**src/rtl/render_pipe.sv**
```systemverilog
// Two-stage VGA pixel renderer: a brick grid, N balls, an aiming ghost and paddles, merged by strict layer priority.
// Optional grey screen border when RENDER_BORDER_EN is defined.
module render_pipe #(
   parameter int BRICK_COLS   = 8,
   parameter int BRICK_ROWS   = 8,
   parameter int BRICK_W      = 100,
   parameter int BRICK_H      = 50,
   parameter int GAP          = 5,
   parameter int PADDLE_LEN   = 80,
   parameter int RADIUS       = 4,
   parameter int N_BALLS      = 2,
   parameter int TWO_PLAYER   = 0,
   parameter int FLASH_FRAMES = 8,
   localparam int ID_W        = $clog2(BRICK_COLS*BRICK_ROWS)
) (
   input  logic                              clk,
   input  logic                              rst,
   input  logic [10:0]                       x,
   input  logic [9:0]                        y,
   input  logic                              o_active,
   input  logic                              frame_start,
   input  logic [2:0]                        state,
   input  logic [2:0]                        angle,
   input  logic [10:0]                       x_paddle_l,
   input  logic [10:0]                       x_paddle_r,
   input  logic [11*N_BALLS-1:0]             ball_x,
   input  logic [10*N_BALLS-1:0]             ball_y,
   input  logic [N_BALLS-1:0]                ball_en,
   input  logic [2*BRICK_COLS*BRICK_ROWS-1:0] brick,
   input  logic                              hit_valid,
   input  logic [ID_W-1:0]                   hit_id,
   output logic [8:0]                        VGA,
   output logic                              vga_valid
);
   localparam int CB = $clog2(BRICK_COLS);
   localparam int RB = $clog2(BRICK_ROWS);

   function automatic logic [11:0] abs_diff(input logic [11:0] a, input logic [11:0] b);
      return (a >= b) ? (a - b) : (b - a);
   endfunction

   function automatic logic [11:0] sat_sub(input logic [11:0] a, input logic [11:0] b);
      return (a >= b) ? (a - b) : 12'd0;
   endfunction

   function automatic logic [10:0] sat_top(input logic [11:0] v);
      return (v > 12'd2047) ? 11'd2047 : v[10:0];
   endfunction

   // Rounded-square ball outline: corners of the bounding box are trimmed off.
   function automatic logic shape_hit(input logic [11:0] dx, input logic [11:0] dy);
      logic near;
      near = (dx <= 12'(RADIUS)) && (dy <= 12'(RADIUS));
      return near && ((dx == 12'd0) || (dy == 12'd0) ||
                      ((dx <= 12'd2) && (dy <= 12'd3)) ||
                      ((dy <= 12'd2) && (dx <= 12'd3)));
   endfunction

   function automatic logic in_paddle(input logic [11:0] px, input logic [10:0] xp);
      return (px >= sat_sub({1'b0, xp}, 12'(PADDLE_LEN))) &&
             (px <= ({1'b0, xp} + 12'(PADDLE_LEN)));
   endfunction

   logic [11:0] x12, y12, gx, gy;
   logic        ball_s, ghost_s, padr_s, padl_s, act_s;
   logic [10:0] col, xo;
   logic [9:0]  row, yo;
   logic [ID_W-1:0] bid_s;
   logic [1:0]  btype_s;

   assign x12 = {1'b0, x};
   assign y12 = {2'b0, y};

   always_comb begin
      ball_s = 1'b0;
      for (int i = 0; i < N_BALLS; i++) begin
         if (ball_en[i] &&
             shape_hit(abs_diff(x12, {1'b0, ball_x[11*i +: 11]}),
                       abs_diff(y12, {2'b0, ball_y[10*i +: 10]})))
            ball_s = 1'b1;
      end
   end

   assign gx = (angle == 3'd1) ? sat_sub({1'b0, ball_x[10:0]}, 12'd20)
                               : {1'b0, sat_top({1'b0, ball_x[10:0]} + 12'd20)};
   assign gy = sat_sub({2'b0, ball_y[9:0]}, 12'd20);
   assign ghost_s = (state == 3'd2) && ball_en[0] &&
                    shape_hit(abs_diff(x12, gx), abs_diff(y12, gy));

   assign padr_s = in_paddle(x12, x_paddle_r) && (y > 10'd570) && (y <= 10'd580);
   assign padl_s = (TWO_PLAYER == 1) && in_paddle(x12, x_paddle_l) &&
                   (y > 10'd20) && (y <= 10'd30);

   assign col   = x / 11'(BRICK_W);
   assign row   = y / 10'(BRICK_H);
   assign xo    = x - col * 11'(BRICK_W);
   assign yo    = y - row * 10'(BRICK_H);
   assign bid_s = {row[RB-1:0], col[CB-1:0]};

   always_comb begin
      btype_s = 2'b00;
      if ((col < 11'(BRICK_COLS)) && (row < 10'(BRICK_ROWS)) &&
          (xo >= 11'(GAP)) && (xo < 11'(BRICK_W - GAP)) &&
          (yo >= 10'(GAP)) && (yo < 10'(BRICK_H - GAP)))
         btype_s = brick[{bid_s, 1'b0} +: 2];
   end

   assign act_s = o_active && (x != 11'd0) && (y != 10'd0) && (state >= 3'd2);

   // Flash state: a hit reloads the counter, frame starts count it down and flip parity.
   logic [7:0]      flash_cnt;
   logic [ID_W-1:0] flash_id;
   logic            frame_par;

   always_ff @(posedge clk) begin
      if (!rst) begin
         flash_cnt <= 8'd0;
         flash_id  <= '0;
         frame_par <= 1'b0;
      end else begin
         if (hit_valid) begin
            flash_cnt <= 8'(FLASH_FRAMES);
            flash_id  <= hit_id;
         end else if (frame_start && (flash_cnt != 8'd0)) begin
            flash_cnt <= flash_cnt - 8'd1;
         end
         if (frame_start)
            frame_par <= ~frame_par;
      end
   end

   // Stage 1: per-layer hit flags
   logic            act_p1, vld_p1, ball_p1, ghost_p1, padr_p1, padl_p1;
   logic [1:0]      btype_p1;
   logic [ID_W-1:0] bid_p1;
`ifdef RENDER_BORDER_EN
   logic            border_s, border_p1;
   assign border_s = (x <= 11'd2) || (x >= 11'd797) || (y <= 10'd2);
`endif

   always_ff @(posedge clk) begin
      if (!rst) begin
         act_p1   <= 1'b0;
         vld_p1   <= 1'b0;
         ball_p1  <= 1'b0;
         ghost_p1 <= 1'b0;
         padr_p1  <= 1'b0;
         padl_p1  <= 1'b0;
         btype_p1 <= 2'b00;
         bid_p1   <= '0;
`ifdef RENDER_BORDER_EN
         border_p1 <= 1'b0;
`endif
      end else begin
         act_p1   <= act_s;
         vld_p1   <= o_active;
         ball_p1  <= ball_s;
         ghost_p1 <= ghost_s;
         padr_p1  <= padr_s;
         padl_p1  <= padl_s;
         btype_p1 <= btype_s;
         bid_p1   <= bid_s;
`ifdef RENDER_BORDER_EN
         border_p1 <= border_s;
`endif
      end
   end

   // Stage 2: priority mux
   logic [8:0] pix_s;

   always_comb begin
      pix_s = 9'b000000000;
      if (!act_p1)
         pix_s = 9'b000000000;
      else if (ball_p1)
         pix_s = 9'b111111111;
      else if (ghost_p1)
         pix_s = 9'b010010010;
      else if (padr_p1)
         pix_s = 9'b111000000;
      else if (padl_p1)
         pix_s = 9'b000000111;
      else if ((btype_p1 != 2'b00) && (flash_cnt != 8'd0) && (bid_p1 == flash_id))
         pix_s = frame_par ? 9'b000000000 : 9'b111111111;
      else if (btype_p1 == 2'd1)
         pix_s = 9'b111111111;
      else if (btype_p1 == 2'd2)
         pix_s = 9'b111000000;
      else if (btype_p1 == 2'd3)
         pix_s = 9'b000111111;
`ifdef RENDER_BORDER_EN
      else if (border_p1)
         pix_s = 9'b001001001;
`endif
   end

   always_ff @(posedge clk) begin
      if (!rst) begin
         VGA       <= 9'd0;
         vga_valid <= 1'b0;
      end else begin
         VGA       <= pix_s;
         vga_valid <= vld_p1;
      end
   end
endmodule

```
**config.mk**
```make
export PLATFORM = sky130hd
export DESIGN_NAME = render_pipe
export DESIGN_NICKNAME = d
export VERILOG_FILES = /design/src/rtl/render_pipe.sv
export SDC_FILE = /design/constraint.sdc
export NUM_CORES = 1
export LEC_CHECK = 0
export CAP_MARGIN = 20
export CORE_MARGIN = 3
export CORE_UTILIZATION = 50
export CTS_CLUSTER_SIZE = 10
export DETAILED_ROUTE_END_ITERATION = 10
export PLACE_DENSITY = 0.8
export SLEW_MARGIN = 20
export SYNTH_ARGS = -nofsm -noshare
export SYNTH_HDL_FRONTEND = slang
export SYNTH_SLANG_ARGS = --single-unit
```
**constraint.sdc**
```tcl
create_clock -name clk -period 6.8 [get_ports clk]
set_input_delay 1.02 -clock clk [delete_from_list [all_inputs] [get_ports clk]]
set_output_delay 1.02 -clock clk [all_outputs]
set_load 0.03 [all_outputs]
```
; Word level (Yosys, flattened, before mapping)
; Index checks and enable logic that the tools add are counted.
[totals]
inputBits = 232
ff_bits = 38
output_inout_bits = 10
wordCells = 161
[classes]
n_eq_ne = 6
add_sub_neg = 20
n_reduce_logical = 53
n_mux = 23
magnitude_cmp = 39
div_mod_pow = 2
n_bitwise = 2
n_mul = 2
shifts = 1
[ops]
columns = op, count
row1 = "<= comparator 12 x 2 -> 1 bit, second input constant", 12
row2 = indexed part select 128 x 8 -> 2 bit, 1
row3 = two-way mux 12 bit, 10
row4 = "<= comparator 12 x 3 -> 1 bit, second input constant", 6
row5 = logical NOT 12 bit, 6
row6 = two-way mux 9 bit, 7
row7 = subtractor 11 x 11 -> 12 bit, 4
row8 = subtractor 10 x 10 -> 11 bit, 4
row9 = logical AND 1 bit, 30
row10 = greater-or-equal comparator 11 x 12 -> 1 bit, 2
row11 = greater-or-equal comparator 11 bit, 2
row12 = greater-or-equal comparator 10 bit, 2
row13 = "adder 11 x 5 -> 12 bit, second input constant", 1
row14 = "adder 11 x 7 -> 12 bit, second input constant", 1
row15 = greater-or-equal comparator 10 x 12 -> 1 bit, 1
row16 = "> comparator 12 x 11 -> 1 bit, second input constant", 1
row17 = <= comparator 11 x 12 -> 1 bit, 1
row18 = subtractor 10 x 12 -> 12 bit, 1
row19 = subtractor 11 x 12 -> 12 bit, 1
row20 = "subtractor 11 x 5 -> 12 bit, second input constant", 1
row21 = "subtractor 11 x 7 -> 12 bit, second input constant", 1
row22 = subtractor 12 x 10 -> 12 bit, 1
row23 = subtractor 12 x 11 -> 12 bit, 1
row24 = "divider 11 x 7 -> 11 bit, second input constant", 1
row25 = 36 further kinds, 50

; Logic depth before layout (Yosys ltp)
; Gate-level depths: netlist (run 1).
[depth]
depth_word = 12
depth_mapped = 32
ltp_nobuf = 28

; Worst setup path after synthesis (run 1)
; OpenSTA, ideal clock, no wires.
[synth_timing]
path_kind = input to register
startpoint = in y[8]
endpoint = reg btype_p1[0]
setup_ns = 0.082
required_ns = 6.718
slack_ns = 0.031
path_stages = 31
arrival_ns = 6.687
n_path_buf = 3
cell_sequence = buf_2 > inv_1 > o21ai_0 > a21oi_1 > o311ai_0 > a221oi_1 > nor2_2 > inv_1 > ha_1 > a32o_1 > a21oi_1 > a21oi_1 > o221ai_1 > buf_4 > buf_2 > ha_1 > ha_1 > ha_1 > fa_1 > inv_1 > ha_1 > inv_1 > nor2_1 > o21ai_0 > nand2b_1 > a21oi_1 > xnor2_1 > nand4_1 > nor2_1 > nand3_1 > o221ai_1
[synth_between]
elab_chain_len = 8
word_cells_on_any_way = 13
classes_between = add/sub (1) / mul (1) / div (1) / order compare (3) / shift (1) / reduce/logical (6)
[synth_rtl]
columns = item, line
row1 = "start, declared", 19  ; input logic [9:0] y,
row2 = divider 10 x 6 -> 10 bit (*), 95  ; assign row = y / 10'(BRICK_H);
row3 = via row[1], 67  ; logic [9:0] row, yo;
row4 = branches (longest 7 deep; another with multiplier 10 x 5 -> 9 bit), -
row5 = "end signal, assigned", 161  ; btype_p1 <= btype_s;
row6 = "end, declared", 134  ; logic [1:0] btype_p1;
; Mark *: on every way through the listed nets, which the timed path passes.
; A chain may end at the register's enable or synchronous reset.

; Worst setup path after layout (run 1)
[layout_timing]
startpoint = in x[6]
endpoint = reg btype_p1[0]
[layout_between]
elab_chain_len = 9
word_cells_on_any_way = 13
classes_between = add/sub (1) / mul (1) / div (1) / order compare (3) / shift (1) / reduce/logical (6)
[layout_rtl]
columns = item, line
row1 = "start, declared", 18  ; input logic [10:0] x,
row2 = divider 11 x 7 -> 11 bit (*), 94  ; assign col = x / 11'(BRICK_W);
row3 = via col[0], 66  ; logic [10:0] col, xo;
row4 = multiplier 11 x 5 -> 9 bit, 96  ; assign xo = x - col * 11'(BRICK_W);
row5 = subtractor 11 bit, 96
row6 = greater-or-equal comparator 11 x 3 -> 1 bit, 103  ; (xo >= 11'(GAP)) && (xo < 11'(BRICK_W - GAP)) &&
row7 = logical AND 1 bit, 102  ; if ((col < 11'(BRICK_COLS)) && (row < 10'(BRICK_ROWS)) &&
row8 = logical AND 1 bit (2 in a row), 103
row9 = logical AND 1 bit, 104  ; (yo >= 10'(GAP)) && (yo < 10'(BRICK_H - GAP)))
row10 = AND reduction 2 bit (no source line), -
; The timed path passes the listed nets; every way through them passes the cells marked *.

==> summary.md, run 1 <==
| Metric | Value |
|---|---|
| Final setup margin | `0.377 ns` |
| Highest Clock Rate | `156 MHz` |
| Clock transition at path regs | `0.05 ns` |
| Number of global-route vias before repair | `13065` |
| Avg Cell Area, Syn | `7.44 um2` |
| Post-Syn Nets | `2155` |
| Core area | `24600 um2` |
| Area growth, synth to finish | `28.4%` |
| Worst vdd ir | `~0.14 mV` |
| Ports | `242` |
| Fin. Hold Viols | `0` |
| Mapped Cells | `1699` |
| Max-Cap Viols | `0` |
| # rows | `57` |
| Tot GR Track Use | `29.5%` |
| Setup TNS | `0 ns` |
| Drt drc | `0` |
| Arrival time at the worst endpoint | `6.62 ns` |
| Endpoints failing setup | `0` |
| Synthesized area | `12600 um2` |
| Final Critical Period | `6.42 ns` |
| Root Buffer | `clkbuf_16` |
| Via count | `13757` |
| Max clock buf depth | `2` |
| Crit start category | `input port` |
| Crit Path Max Fanout | `19` |
| Post-synth EDFFs | `0` |
| Largest net degree at the start of global routing | `70` |
| Async set-reset flop share out of synthesis | `0%` |
| Diode count | `0` |
| Initial Utilization | `just over 50%` |
| H-tree Lvls | `2` |
| Floorplan die height | `around 160 um` |
| Final Max Tran Viols | `0` |
| Crit. End Element | `register` |
| Die width | `approximately 160 um` |
| Status | `complete, no violations` |
| Lkg Pwr | `7.56 nW` |
| FF-to-FF path depth | `9` |
| Pre-antenna DRT Iters | `6` |
| Critical Path RT | `7.00 ns` |
| DRT antenna net count | `0` |
| DIE AREA | `between 20000 and 30000 um2` |
| Hpwl dp | `between 30 and 40 mm` |
| TritonCTS Buffers | `5` |
| P per Cell Area | `150 nW/um2` |
| Clk_skew | `0.00393 ns` |
| Layout fillers | `2103` |
| Slew @ Worst Pin | `roughly 1.0 ns` |
| WS Path Type | `in -> reg` |
| Primary FF master, synth | `dfxtp_1` |
| DRT Wirelength | `42.8 mm` |
| Worst rel slew slack | `31.1%` |
| Hold Crit Class | `reg -> reg` |
| Synth unique cells | `95` |
| Mean number of vias per cell | `5.97` |
| Final nets | `2438` |
| Share of cells above drive strength 1 | `a little over a tenth` |
| Initial antenna violation count | `0` |
| Register area share after synthesis | `5.23%` |
| Detailed Route Iter0 Violations | `about 1300` |
| WL per Instance | `roughly 19 um` |
| Total global routing overflow | `0` |
| Dpl ws | `-0.263 ns` |
| #FFs+latches synth | `33` |
| CTS Hold Buffers Added | `0` |
| GP Congestion | `0.978` |
| CTS tree | `yes` |
| RSZ-0062 raised after global routing | `no` |
| First-pass GRT wire length | `65.8 mm` |
| Hold depth | `1` |
| Yosys Warn Count | `0` |
| Buffers added on ports | `between 200 and 250` |
| Fin crit share | `94.5%` |
| CTS sink cnt | `33` |
| Clk Latency, worst-skew pair | `0.28 ns` |
-- flip-flops by register name (all words and copies together) (netlist names), 2 cells and up --
| register | cells |
|---|---|
| VGA | 4 |
| bid_p1 | 6 |
| flash_id | 6 |
| btype_p1 | 2 |
| flash_cnt | 8 |
-- cells in the mapped netlist (5+ instances only) --
library cell / number / area, um2
o221ai_1: 11 / 96.3
dfxtp_1: 33 / 661
inv_1: 153 / 574
a211o_1: 7 / 61.3
o21bai_1: 15 / 113
o21ai_0: 95 / 475
or2_2: 9 / 56.3
fa_1: 16 / 320
clkbuf_1: 34 / 128
o21a_1: 23 / 173
nand2b_1: 23 / 144
mux2i_1: 131 / 1310
nand3_1: 54 / 270
a221oi_1: 11 / 96.3
buf_4: 12 / 90.1
or3_1: 13 / 81.3
nor2b_1: 36 / 225
and3_1: 7 / 43.8
xor2_1: 40 / 350
a31oi_1: 24 / 150
nand4_1: 16 / 100
nor3b_1: 5 / 37.5
buf_2: 26 / 130
o211ai_1: 22 / 165
o2111ai_1: 5 / 43.8
nor3_1: 36 / 180
or4_1: 6 / 45.0
nand2_1: 117 / 439
nor4_1: 19 / 119
and2_1: 17 / 106
mux2_2: 34 / 383
a21boi_0: 8 / 60.1
nor2_1: 98 / 368
a211oi_1: 15 / 113
xnor2_1: 55 / 482
o22ai_1: 8 / 50.1
o31ai_1: 8 / 60.1
ha_1: 208 / 2600
a21o_1: 36 / 270
a21oi_1: 113 / 566
-- cell type report --
class | count | area [um2] | area share, %
Multi-Input combinational cell | 1433 | 11100 | 68.5
Timing Repair Buffer | 353 | 3310 | 20.4
Sequential cell | 33 | 661 | 4.07
Inverter | 156 | 586 | 3.61
Tap cell | 324 | 405 | 2.50
Clock buffer | 7 | 143 | 0.879
-- what timing repair did --
item	in CTS	in global routing
setup endpoints to repair	0	3
buffers inserted	0	15
resized for setup	0	36
-- cell usage in the layout, fill, tap and decap left out, types with 6 or more instances in the layout --
master,n
a211o_1,7
a211oi_1,15
a21boi_0,7
a21o_1,36
a21oi_1,112
a221oi_1,10
a31oi_1,22
and2_1,17
and3_1,7
buf_4,111
clkdlybuf4s50_1,224
dfxtp_1,33
dlymetal6s2s_1,6
fa_1,16
ha_1,207
inv_1,152
mux2_2,34
mux2i_1,131
nand2_1,117
nand2b_1,23
nand3_1,53
nand4_1,16
nor2_1,96
nor2b_1,35
nor3_1,36
nor4_1,17
o211ai_1,22
o21a_1,23
o21ai_0,91
o21ai_1,6
o21bai_1,15
o221ai_1,9
o22ai_1,8
o31ai_1,8
or2_2,9
or3_1,13
or4_1,6
xnor2_1,55
xor2_1,40
-- worst paths after layout --
kind                                        startpoint                     end  slack [ns]
worst max-delay path                              x[6]  btype_p1[0]$_SDFF_PN0_        0.38
worst min register to register       vld_p1$_SDFF_PN0_    vga_valid$_SDFF_PN0_        0.45
worst max register to register  btype_p1[0]$_SDFF_PN0_       VGA[5]$_SDFF_PN0_        4.89
worst min-delay path                 vld_p1$_SDFF_PN0_    vga_valid$_SDFF_PN0_        0.45
-- critical path, stage by stage --
cell	delay, ns
clkdlybuf4s50_1	0.45
buf_4	0.30
inv_1	0.28
nor3_1	0.31
o21ai_0	0.21
nor3b_1	0.29
nor3_1	0.09
o31ai_1	0.44
a211oi_4	0.12
inv_1	0.13
ha_1	0.25
ha_1	0.28
ha_1	0.23
fa_1	0.49
inv_1	0.04
ha_1	0.31
a21o_1	0.20
a21o_1	0.18
a21oi_1	0.17
xnor2_1	0.14
nand4_1	0.18
nor2_2	0.17
nand3_1	0.11
o221ai_1	0.20
-- power by group --
group	total, mW	switching (mW)	internal [mW]	leakage (nW)
clock	0.222	0.0782	0.144	0.0700
sequential	0.215	0.00857	0.207	0.270
combinational	2.00	1.06	0.939	7.22
-- cells by family after synthesis --
kind of cell	Yosys count	share of synthesized area [%]
DFF	33	5.23
and+or+nand+nor	483	19.4
adders and majority gates	226	23.3
buffers and inverters	233	7.66
AOI/OAI and AO/OA	463	24.3
xor gates and xnor gates	95	6.59
muxes	166	13.5
-- through the flow --
stage / cells / utilization (%) / power [mW] / instance area (um2) / hold slack, ns
finish: 2306 / 65.9 / 2.44 / 16200 / 0.449
global route: 2306 / 65.9 / 2.64 / 16200 / 0.476
CTS: 2288 / 64.9 / 2.37 / 16000 / 0.445
detailed placement: 2281 / 64.3 / 2.14 / 15800 / 0.431
global placement: 2281 / 64.3 / 2.09 / 15800 / 0.418
floorplan: 1699 / - / 1.59 / 12600 / 0.412
-- metal layers --
layer / track usage (%) / wire length (um) / up-vias
li1: - / - / 6696
met1: 40.9 / 18600 / 6432
met2: 50.1 / 20300 / 554
met3: 2.76 / 3000 / 75
met4: 5.41 / 902 / 0
met5: 0 / 0 / -
Power figures use the tool's default switching activity.
==> run 2: changes to the inputs <==
CORE_MARGIN = 2   (was 3)
==> run 2 against run 1 <==
  * Total power shrank 2.6%
  * Highest routed layer unchanged
  * Worst setup slack lost 0.045 ns
  * Wire length fell by 4.1%
  * Global-route usage is 0.18 points lower
==> summary.md, run 2 (synthesis gave the netlist of run 1 again) <==
| Metric | Value |
|---|---|
| Status | `complete, no violations` |
| Max-Cap Viols | `0 (unchanged)` |
| Diode count | `0 (unchanged)` |
| Share of cells above drive strength 1 | `9.24% (-1.5 points)` |
| Most common cell after layout, fill and taps aside | `clkdlybuf4s50_1` |
| Top delay family on crit path | `compound AO/OA/AOI/OAI gates` |
| CTS Hold Buffers Added | `0 (unchanged)` |
| TritonCTS Buffers | `5 (unchanged)` |
| Layout fillers | `2199 (+4.6%)` |
| Crit. End Element | `register` |
| Most frequent cells in the layout | `clkdlybuf4s50_1, ha_1, inv_1, mux2i_1, nand2_1` |
| Pre-antenna DRT Iters | `6 (unchanged)` |
| DIE AREA | `26600 um2 (-2.4%)` |
| Met2 Use GR | `48.8% (-1.3 points)` |
| Core area | `25000 um2 (+1.5%)` |
| Worst vdd ir | `0.109 mV (-21%)` |
| Biggest regs | `flash_cnt (8), bid_p1 (6), flash_id (6)` |
| Final Critical Period | `6.47 ns (+0.0453 ns)` |
| Grt met3 use | `2.52% (-0.24 points)` |
| Initial Utilization | `50.6% (-0.74 points)` |
| Clk Latency, worst-skew pair | `0.27 ns (about the same)` |
| Dpl cell area | `15700 um2 (-0.57%)` |
| Clock transition at path regs | `0.05 ns (about the same)` |
| Flop pwr share | `9.1% (+0.3 points)` |
| Hpwl dp | `33.9 mm (-2.1%)` |
| GP Congestion | `0.969 (-0.94%)` |
| Final nets | `2414 (-0.98%)` |
| Hold_sp | `vld_p1$_SDFF_PN0_` |
| Detailed Route Iter0 Violations | `932 (-29%)` |
| Crit-path slowest cell | `clkdlybuf4s50_1` |
| Root Buffer | `clkbuf_16` |
| Critical Path RT | `6.99 ns (about the same)` |
| R2r startpoint | `btype_p1[0]$_SDFF_PN0_` |
| M1 GR Usage | `39.9% (-1.0 points)` |
| Switching share of power | `47.0% (-0.13 points)` |
| P_int | `1.26 mW (-2.3%)` |
| Worst Setup SP | `x[6]` |
| Clock share of power | `8.8% (-0.3 points)` |
| Largest net degree at the start of global routing | `70 (unchanged)` |
| Area of the multi-input gates | `11100 um2 (-0.32%)` |
| Worst path bufs/invs | `3 (-2)` |
| Hold Crit Class | `reg -> reg` |
| Largest register by flop count | `flash_cnt` |
| RSZ-0062 raised after global routing | `no` |
| Crit-path max cell delay | `0.60 ns (+0.11 ns)` |
| Total global routing overflow | `0 (unchanged)` |
| First-pass GRT wire length | `63.6 mm (-3.4%)` |
| Register area | `661 um2 (unchanged)` |
| Logic gate share of total power | `82.1% (about the same)` |
| Crit start category | `input port` |
| Area growth, synth to finish | `26.3%` |
| Total Power | `2.37 mW (-2.6%)` |
| Arrival time at the worst endpoint | `6.66 ns (+0.04 ns)` |
| DRT antenna net count | `0 (unchanged)` |
| Buffers added on ports | `230 (unchanged)` |
| Worst path cell trace | `clkdlybuf4s50_1 > nor3_2 > o32a_1 > o2111ai_2 > a31o_1 > a221oi_1 > o31ai_2 > a211oi_4 > inv_1 > ha_1 > ha_1 > ha_1 > fa_1 > inv_1 > ha_1 > a21o_1 > a21o_1 > a21oi_1 > xnor2_1 > nand4_1 > nor2_1 > nand3_1 > o221ai_1` |
| Worst rel slew slack | `32.2% (+1.1 points)` |
| Final core occ | `63.9% (-2.0 points)` |
| Endpoints failing setup | `0 (unchanged)` |
| Max reg flops | `8 (unchanged)` |
| DRT Wirelength | `41.0 mm (-4.1%)` |
| Initial antenna violation count | `0 (unchanged)` |
| NetSw | `1.12 mW (-2.9%)` |
| Number of global-route vias before repair | `12791 (-2.1%)` |
| Lkg Pwr | `7.42 nW (-1.9%)` |
| Ports | `242 (unchanged)` |
| Most Crowded Layer GR | `met2` |
| Mean number of vias per cell | `5.94 (-0.49%)` |
| Tot GR Track Use | `29.3% (-0.18 points)` |
| Drt drc | `0 (unchanged)` |
| Post-layout instance area | `16000 um2 (-1.6%)` |
| P per Cell Area | `149 nW/um2 (-1.0%)` |
| Floorplan die height | `163 um (-1.2%)` |
| Crit Path Max Fanout | `9 (-10)` |
| Crit-path most repeated cell | `ha_1` |
| Max clock buf depth | `2 (unchanged)` |
| Fin. Hold Viols | `0 (unchanged)` |
| Fin crit share | `95.1% (+0.67 points)` |
| Slew @ Worst Pin | `1.02 ns (-0.0165 ns)` |
| Die width | `163 um (-1.2%)` |
| Highest Clock Rate | `155 MHz (-0.70%)` |
| Clk_skew | `0.00233 ns (-0.00160 ns)` |
| # rows | `58 (+1.8%)` |
| H-tree Lvls | `2 (unchanged)` |
| CTS tree | `yes` |
| CTS sink cnt | `33 (unchanged)` |
| Via count | `13589 (-1.2%)` |
| Final Max Tran Viols | `0 (unchanged)` |
| WL per Instance | `17.9 um (-3.4%)` |
| WS Path Type | `in -> reg` |
[run 2: cell count changes in the layout (fill, tap and decap cells not counted), moves of 3 or more]
cell,before,now
buf_2,3,0
buf_4,111,97
buf_6,4,0
o31ai_2,0,3
buf_12,5,2
[run 2: power groups by stage]
stage               clock, mW  sequential [mW]  combinational [mW]
finish                  0.209            0.215                1.95
global route            0.221            0.216                2.15
CTS                     0.210            0.215                1.91
detailed placement          0            0.219                1.90
global placement            0            0.218                1.85
floorplan                   0            0.218                1.37
[run 2: cell type report]
cell class                      count  area share, %
Inverter                          156           3.67
Multi-Input combinational cell   1433           69.4
Tap cell                          330           2.59
Sequential cell                    33           4.14
Timing Repair Buffer              329           19.3
Clock buffer                        8          0.855
[run 2: path summary, 6_finish.rpt]
check	end	slack (ns)	cells after the start
worst min-delay path	vga_valid$_SDFF_PN0_	0.45	1
worst min register to register	vga_valid$_SDFF_PN0_	0.45	1
worst max register to register	VGA[5]$_SDFF_PN0_	4.85	9
worst max-delay path	btype_p1[0]$_SDFF_PN0_	0.33	23
[run 2: repair_timing]
item | 4_1_cts | 5_1_grt
endpoints found under the setup margin | 2 | 3
endpoints found under the hold margin | 0 | 0
gates resized for setup | 2 | 22
pin swaps | 0 | 4
setup buffers | 0 | 2
[run 2: metrics by stage]
step / TNS, ns / setup slack, ns / cells / hold slack [ns]
2_1_floorplan: 0 / 0.0306 / 1699 / 0.412
3_3_place_gp: -0.229 / -0.115 / 2279 / 0.420
3_5_place_dp: -0.637 / -0.325 / 2279 / 0.428
4_1_cts: 0 / 0.00509 / 2287 / 0.444
5_1_grt: 0 / 0.0689 / 2289 / 0.451
6_report: 0 / 0.332 / 2289 / 0.451
[run 2: metal layers]
layer	routed length, um	up-vias
li1	-	6670
met1	18200	6346
met2	19100	495
met3	2440	78
met4	1300	0
met5	0	-
[run 2: worst register-to-register path, cell delays in order, from the launching register on]
cell and delay [ns]:
dfxtp_1 0.40, inv_1 0.07, ha_1 0.19, nor4_1 0.29, nand3_1 0.18, or2_2 0.30
a21o_1 0.17, nor2_1 0.13, nor2_1 0.07, nor2_1 0.08
==> run 3: changes to the inputs <==
CTS_CLUSTER_DIAMETER = 120   (was not set)
==> results of run 3 <==
No change in the layout: final DEF, timing and power equal those of run 2.
